===== src/rtl/io_host_link.sv =====
// io_host_link
//   External-side endpoint of an MCU 8-bit IO port. Bytes the MCU writes are
//   queued in a small output FIFO that the host drains over a ready/valid
//   stream. Bytes offered by the host are held in a single-entry register and
//   presented on the MCU's io_input until the MCU reads them.
//
// Optional feature: define IO_HOST_LOOPBACK_EN to add the `loopback` input.
//   With loopback=1, MCU writes are routed into the input holding register
//   instead of the FIFO. Such a write is dropped, and overflow is set, when the
//   register is already FULL. host_in_ready is held at 0, and the FIFO keeps
//   draining to the host.
//
// Ports:
//   clk, reset        clock; asynchronous active-low reset
//   mcu_io_output     byte written by the MCU (qualified by mcu_io_write)
//   mcu_io_write      one-cycle MCU write strobe
//   mcu_io_read       one-cycle MCU read strobe (consumes mcu_io_input)
//   mcu_io_input      held byte presented to the MCU (0 when none)
//   in_avail          holding register has an unread byte
//   host_out_*        output FIFO stream toward the host
//   host_in_*         input stream from the host into the holding register
//   out_count         output FIFO occupancy, 0..DEPTH
//   overflow          sticky drop flag; overflow_clr clears it (set wins)
//   loopback          (IO_HOST_LOOPBACK_EN only) route MCU writes back to MCU
module io_host_link #(
  parameter int DEPTH  = 4,
  parameter int ADDR_W = 2
) (
  input  logic              clk,
  input  logic              reset,
`ifdef IO_HOST_LOOPBACK_EN
  input  logic              loopback,
`endif
  input  logic [7:0]        mcu_io_output,
  input  logic              mcu_io_write,
  input  logic              mcu_io_read,
  output logic [7:0]        mcu_io_input,
  output logic              in_avail,
  output logic [7:0]        host_out_data,
  output logic              host_out_valid,
  input  logic              host_out_ready,
  input  logic [7:0]        host_in_data,
  input  logic              host_in_valid,
  output logic              host_in_ready,
  output logic [ADDR_W:0]   out_count,
  output logic              overflow,
  input  logic              overflow_clr
);

  localparam logic [ADDR_W:0] COUNT_FULL = (ADDR_W+1)'(DEPTH);

  typedef enum logic {IN_EMPTY = 1'b0, IN_FULL = 1'b1} in_state_t;

  logic loop_active;
`ifdef IO_HOST_LOOPBACK_EN
  assign loop_active = loopback;
`else
  assign loop_active = 1'b0;
`endif

  // ---------------------------------------------------------------- output FIFO
  logic [7:0]        mem [DEPTH];
  logic [ADDR_W-1:0] wr_ptr_reg, rd_ptr_reg;
  logic [ADDR_W:0]   count_reg;
  logic              overflow_reg;

  logic push_req, push, pop, fifo_drop, loop_drop;

  assign host_out_valid = (count_reg != '0);
  assign host_out_data  = host_out_valid ? mem[rd_ptr_reg] : 8'h00;
  assign out_count      = count_reg;
  assign overflow       = overflow_reg;

  assign push_req  = mcu_io_write && !loop_active;
  assign pop       = host_out_valid && host_out_ready;
  // A full FIFO still accepts a write when the head leaves in the same cycle.
  assign push      = push_req && ((count_reg != COUNT_FULL) || pop);
  assign fifo_drop = push_req && !push;

  always_ff @(posedge clk) begin
    if (push)
      mem[wr_ptr_reg] <= mcu_io_output;
  end

  always_ff @(posedge clk or negedge reset) begin
    if (!reset) begin
      wr_ptr_reg   <= '0;
      rd_ptr_reg   <= '0;
      count_reg    <= '0;
      overflow_reg <= 1'b0;
    end else begin
      if (push)
        wr_ptr_reg <= wr_ptr_reg + ADDR_W'(1);
      if (pop)
        rd_ptr_reg <= rd_ptr_reg + ADDR_W'(1);
      case ({push, pop})
        2'b10:   count_reg <= count_reg + (ADDR_W+1)'(1);
        2'b01:   count_reg <= count_reg - (ADDR_W+1)'(1);
        default: count_reg <= count_reg;
      endcase
      // Set has priority over a simultaneous clear.
      if (fifo_drop || loop_drop)
        overflow_reg <= 1'b1;
      else if (overflow_clr)
        overflow_reg <= 1'b0;
    end
  end

  // --------------------------------------------------------- input holding FSM
  in_state_t  state_reg, state_next;
  logic [7:0] held_reg, held_next;

  always_ff @(posedge clk or negedge reset) begin
    if (!reset) begin
      state_reg <= IN_EMPTY;
      held_reg  <= 8'h00;
    end else begin
      state_reg <= state_next;
      held_reg  <= held_next;
    end
  end

  always_comb begin
    state_next    = state_reg;
    held_next     = held_reg;
    host_in_ready = 1'b0;
    in_avail      = 1'b0;
    mcu_io_input  = 8'h00;
    loop_drop     = 1'b0;
    case (state_reg)
      IN_EMPTY: begin
        host_in_ready = !loop_active;
        if (loop_active) begin
          if (mcu_io_write) begin
            held_next  = mcu_io_output;
            state_next = IN_FULL;
          end
        end else if (host_in_valid) begin
          held_next  = host_in_data;
          state_next = IN_FULL;
        end
      end
      IN_FULL: begin
        in_avail     = 1'b1;
        mcu_io_input = held_reg;
        // A host offer in this state is never taken, even alongside a read;
        // it can be captured on the following cycle at the earliest.
        loop_drop    = loop_active && mcu_io_write;
        if (mcu_io_read) begin
          held_next  = 8'h00;
          state_next = IN_EMPTY;
        end
      end
      default: begin
        state_next = IN_EMPTY;
        held_next  = 8'h00;
      end
    endcase
  end

endmodule


===== config.mk =====
export PLATFORM = sky130hd
export DESIGN_NAME = io_host_link
export DESIGN_NICKNAME = d
export VERILOG_FILES = /design/src/rtl/io_host_link.sv
export SDC_FILE = /design/constraint.sdc
export NUM_CORES = 1
export LEC_CHECK = 0
export ABC_AREA = 1
export CORE_MARGIN = 10
export CORE_UTILIZATION = 35
export DETAILED_ROUTE_END_ITERATION = 10
export HOLD_SLACK_MARGIN = 0.05
export PLACE_DENSITY_LB_ADDON = 0.1
export SLEW_MARGIN = 40
export SYNTH_ARGS = -nofsm -noshare
export SYNTH_HDL_FRONTEND = slang
export SYNTH_SLANG_ARGS = --single-unit

===== constraint.sdc =====
create_clock -name clk -period 1.7 [get_ports clk]
set_input_delay 0.51 -clock clk [delete_from_list [all_inputs] [get_ports clk]]
set_output_delay 0.51 -clock clk [all_outputs]
set_load 0.02 [all_outputs]

==> flow_summary.yaml <==
status:
  status: "finished with violations"
  violations: "negative setup slack"
critical_path:
  timing.rr.end: "mem[3][1]"
  worstPathArrival_ns: 1.40
  worstPathCellList: "buf_12 -> inv_8 -> o21ai_1 -> a21oi_2 -> buf_6"
  cp_top_family: "flip-flops"
  worst_r2r_startpoint: "out_count[1]"
  critPathCaptureType: "output pin"
  critPathMaxStageDelay_ns: 0.46
  criticalPathCategory: "reg2out"
  r2r_slack_ns: 0.23
  cp_max_fo: 17
  reg2reg_depth: 7
  cpMaxStageDelayCell: "dfrtp_2"
  critPathRequiredTime_ns: 1.19
  cp_num_buf_inv: 3
  cp-start-kind: "register"
synth:
  syn_inst: 209
  yosys-top-cells-area: "edfxtp_1 44%, dfrtp_1 19%, nor2_1 6.7%"
  synth_xor_area_share_pct: 0.801
  synth_area_per_cell_um2: 10.5
  seq_area_frac_synth_pct: 63.4
  synth_top_area_share_pct: 44.0
  ys_seq_elements: 49
  synthesis.area_um2: 2190
  synth_top_family_by_area: "simple AND/OR/NAND/NOR gates"
  yosysWarningCount: 0
  synthAdderAreaFrac_pct: 3.21
  synth_top_area_cell: "edfxtp_1"
  synth_cell_type_count: 23
  synth_mux_area_share_pct: 0
  synthesis.nets: 237
  yosys.area_share.simple_pct: 19.3
  synth_compound_area_share_pct: 6.70
placed_design:
  gp_congestion: 0.757
  pre_cts_ws_ns: -0.444
  portBuffers: 45
  hpwl_um: 3720
  post_dp_cell_area_um2: 2930
clock_tree:
  cts_tree: "done"
  htree_levels: 2
  root_buffer: "clkbuf_8"
  cts.clk_slew.worst_paths_ns: 0.08
  numCtsBuffers: 5
  clockBufferDepth: 2
  numClockSinks: 49
  clock_latency_ns: 0.29
min_path:
  hp-start: "held_reg[5]"
  holdPathStages: 2
  worst_hold_path.endpoint: "held_reg[5]"
  min_path_type: "reg2reg"
sta:
  tns_ns: -1.48
  period_needed_ns: 1.91
  drv_slew: 0
  post-route-period-util_pct: 112
  worst_pin_slew_ns: 0.280
  timing.final.ws_setup_ns: -0.208
  rsz0062_at_grt: "yes"
  setup_viol: 8
  hold_violations: 0
  max_freq_mhz: 524
  fin_skew_ns: 0.00603
  max-slew-margin-rel_pct: 81.3
routing:
  drt_wl_total_um: 4920
  wl_per_cell_um: 13.3
  drtIter0Drc: 49
  num_vias: 1626
  ant_nets: 0
  firstDrtPassIters: 4
  via_per_inst: 4.38
  drc: 0
layout:
  final_nets: 323
  diodes: 0
  regArea_um2: 1390
  largest_register_ffs: 32
  syn_to_final_growth_pct: 40.5
  multi_input_comb_area_um2: 666
  final_common_cell: "buf_4"
  final_cell_mix: "43 x buf_4, 37 x nor2_1, 32 x edfxtp_1, 25 x nand2_1"
  fillCellCount: 566
  final_layout_size_suffix_gt1_share_pct: 28.4
  finalCoreUtilization_pct: 51.3
  design_area_um2: 3070
power_and_ir_drop:
  peakVddDrop_uv: 909
  leakagePower_nw: 1.40
  power_density_nw_per_um2: 1610
run:
  cap_violations: 0
global_route:
  grtUsageTotal_pct: 10.2
  grt_pass1_wl_um: 8310
  first_global_vias: 1665
  antenna_found_initial: 0
  grt_max_degree: 18
  grt.overflow.total: 0
floorplanning:
  die-area_um2: 9810
  die_h_um: 99.0
  core_area_um2: 5990
  io_pins: 46
  row_count: 28
  start_util_pct: 36.5
  chipWidth_um: 99.0
==> metrics by stage <==
stage | std cells | hold WS [ns] | total power, mW
finish | 371 | 0.505 | 4.95
detailed placement | 355 | 0.487 | 4.22
CTS | 368 | 0.508 | 4.93
floorplan | 209 | 0.214 | 3.05
global route | 371 | 0.539 | 5.37
global placement | 355 | 0.484 | 4.22
==> how the worst max path moves through the flow <==
stage	startpoint	endpoint	depth (start not counted)
after global placement	rd_ptr_reg[0]	host_out_data[2]	6
after CTS	rd_ptr_reg[0]	host_out_data[6]	6
after global routing	rd_ptr_reg[0]	host_out_data[6]	6
after detailed placement	rd_ptr_reg[0]	host_out_data[7]	6
final	rd_ptr_reg[0]	host_out_data[3]	5
after floorplan	out_count[2]	host_out_data[0]	4
==> power by group <==
| group | internal, mW | total (mW) | switching (mW) |
|---|---|---|---|
| registers | 1.56 | 1.71 | 0.146 |
| clock network | 0.291 | 0.646 | 0.355 |
| logic | 1.22 | 2.59 | 1.38 |
==> worst reg2reg max path, delay by kind of cell, from the launching register on <==
family                 cells  cell delay (ns)
buffers and inverters      3             0.43
flip-flops                 1             0.39
AND/OR/NAND/NOR            4             0.37
==> logic make-up after synthesis <==
| kind of cell | Yosys count |
|---|---|
| adder cells (fa/ha/maj) | 5 |
| AO/OA/AOI/OAI | 29 |
| AND/OR/NAND/NOR | 92 |
| flip-flops | 49 |
| XOR/XNOR | 2 |
| buffers and inverters | 32 |
==> layer usage <==
metal / track usage (%) / share of wire [%] / vias up
li1: - / - / 860
met2: 15.7 / 47 / 31
met5: 0 / 0 / -
met4: 2.65 / 0.77 / 0
met3: 3.21 / 4.7 / 4
met1: 13.6 / 48 / 731
==> final cells by class <==
class	instances	share of cell area, %
inverters	25	3.30
repair buffers	86	24.0
multi-input cells	128	21.7
well taps	75	3.05
clock buffers	7	2.48
flip-flops and latches	49	45.2
clock inverters	1	0.244
==> cell usage after synthesis (all sizes together) <==
library cell  number
o22ai              1
a21oi             10
xor2               2
inv               25
edfxtp            32
ha                 4
fa                 1
nand2             31
buf                7
nand3             20
dfrtp             17
o21ai             18
nor2              41
==> timing repair <==
action	CTS	global route
endpoints found under the setup margin	23	17
gates resized for setup	106	12
pin swaps	3	6
hold endpoints to repair	0	0
hold buffers	0	0
buffers inserted	5	4
Note: power is estimated with default switching activity, not from simulation.
==> edit, RTL diff (config.mk and constraints unchanged) <==
`DEPTH`: 4 -> 8.
--- a/src/rtl/io_host_link.sv
+++ b/src/rtl/io_host_link.sv
@@ -25,3 +25,3 @@
 module io_host_link #(
-  parameter int DEPTH  = 4,
+  parameter int DEPTH  = 8,
   parameter int ADDR_W = 2
Behaviour: not the same (a bounded check fails within 4 cycles, from zero or initial values and one cycle with reset low).
==> edit against the unedited design <==
- synthesized area is 5.4% higher
- clock skew about the same
- sequential share of layout area down 2.9 points
- cell area up 7.3%
- non-clock buffer count shrank 10
- critical endpoint is now host_out_data[1]
- utilization increased by 0.31 points
- the run still ends with setup timing left
- worst setup slack improved by 0.039 ns
- first-iteration DRC count decreased by 51%
- die area increased by 4.3%
- wire length increased by 4.8%
- sequential cell count did not move
Power is not compared: it rests on default switching activity, and its combinational part moved more than twofold at a synthesized area within 25%.
==> edit: results (changes against the unedited design) <==
• **XOR/XNOR Fraction of Synth Area** 0.760%, was 0.801%
• **proportion of synthesized chip area in sequential cells** 60.2%, was 63.4%
• **setup clock skew after layout** 0.00566 ns, was 0.00603 ns
• **overall routing resource usage** 10.5%, was 10.2%
• **vias in the first global route** 1775, was 1665
• **WL/cell** 13.1 um, was 13.3 um
• **data arrival time of the worst path** 1.36 ns, was 1.40 ns
• **setup tns final** -1.25 ns, was -1.48 ns
• **violated checks** setup timing, unchanged
• **count of buffers added by post-CTS timing repair for setup** 2, was 5
• **slowest cell delay on critical path** 0.48 ns, was 0.46 ns
• **number of cells in the design after placement** 384, was 355
• **detailed router's first-iteration violation count** 24, was 49
• **fraction of the mapped netlist area in adder cells** 3.58%, was 3.21%
• **met2 GRT Util** 17.2%, was 15.7%
• **total via count after detailed routing** 1736, was 1626
• **total placed instance area** 3030 um^2, was 2930 um^2
• **ratio of cells with drive above 1 in the final layout** 36.2%, was 28.4%
• **final net count** 346, was 323
• **DP Worst Slack** -0.382 ns, was -0.444 ns
• **run status** finished with violations, unchanged
• **average instance area after synthesis** 9.56 um^2, was 10.5 um^2
• **Met2 Wirelength** 2510 um, was 2290 um
• **Final Wtd Congestion** 0.734, was 0.757
• **Synth Net Count** 270, was 237
• **met1 Usage GRT** 12.0%, was 13.6%
• **CP max FO** 5, was 17
• **count of cell types in the netlist** 22, was 23
• **minimum hold slack** 0.505 ns, about the same
• **global-route wire length before repair** 8550 um, was 8310 um
• **worst slew margin relative to its limit** 80.3%, was 81.3%
• **Setup Viol. Count Final** 9, was 8
• **number of detailed-route iterations in the first pass** 3, was 4
• **final setup margin** -0.169 ns, was -0.208 ns
• **routing usage on met3** 4.42%, was 3.21%
-- edit: cell types whose count changed after synthesis, sizes merged, moves of 14 or more --
cell   delta
nor2     -37
nand2    +34
inv      +33
nand3    +17
o21ai    -14
-- edit: area by class of cell --
type / count / area [um^2]
Sequential cell: 49 / 1390
Multi-Input combinational cell: 127 / 807
Inverter: 58 / 233
Tap cell: 77 / 96.3
Clock inverter: 2 / 35.0
Fill cell: 612 / 3090
Timing Repair Buffer: 76 / 658
Clock buffer: 6 / 72.6
-- edit: path summary, 6_finish.rpt --
path / from / endpoint / slack (ns) / cells after the start
worst max-delay path: rd_ptr_reg[0] / host_out_data[1] / -0.17 / 5
worst min-delay path: held_reg[1] / held_reg[1] / 0.51 / 2
worst max register to register: out_count[0] / out_count[2] / -0.01 / 11
worst min register to register: held_reg[1] / held_reg[1] / 0.51 / 2
max in group asynchronous: reset / state_reg / 0.95 / 2
min in group asynchronous: reset / out_count[1] / 0.53 / 2
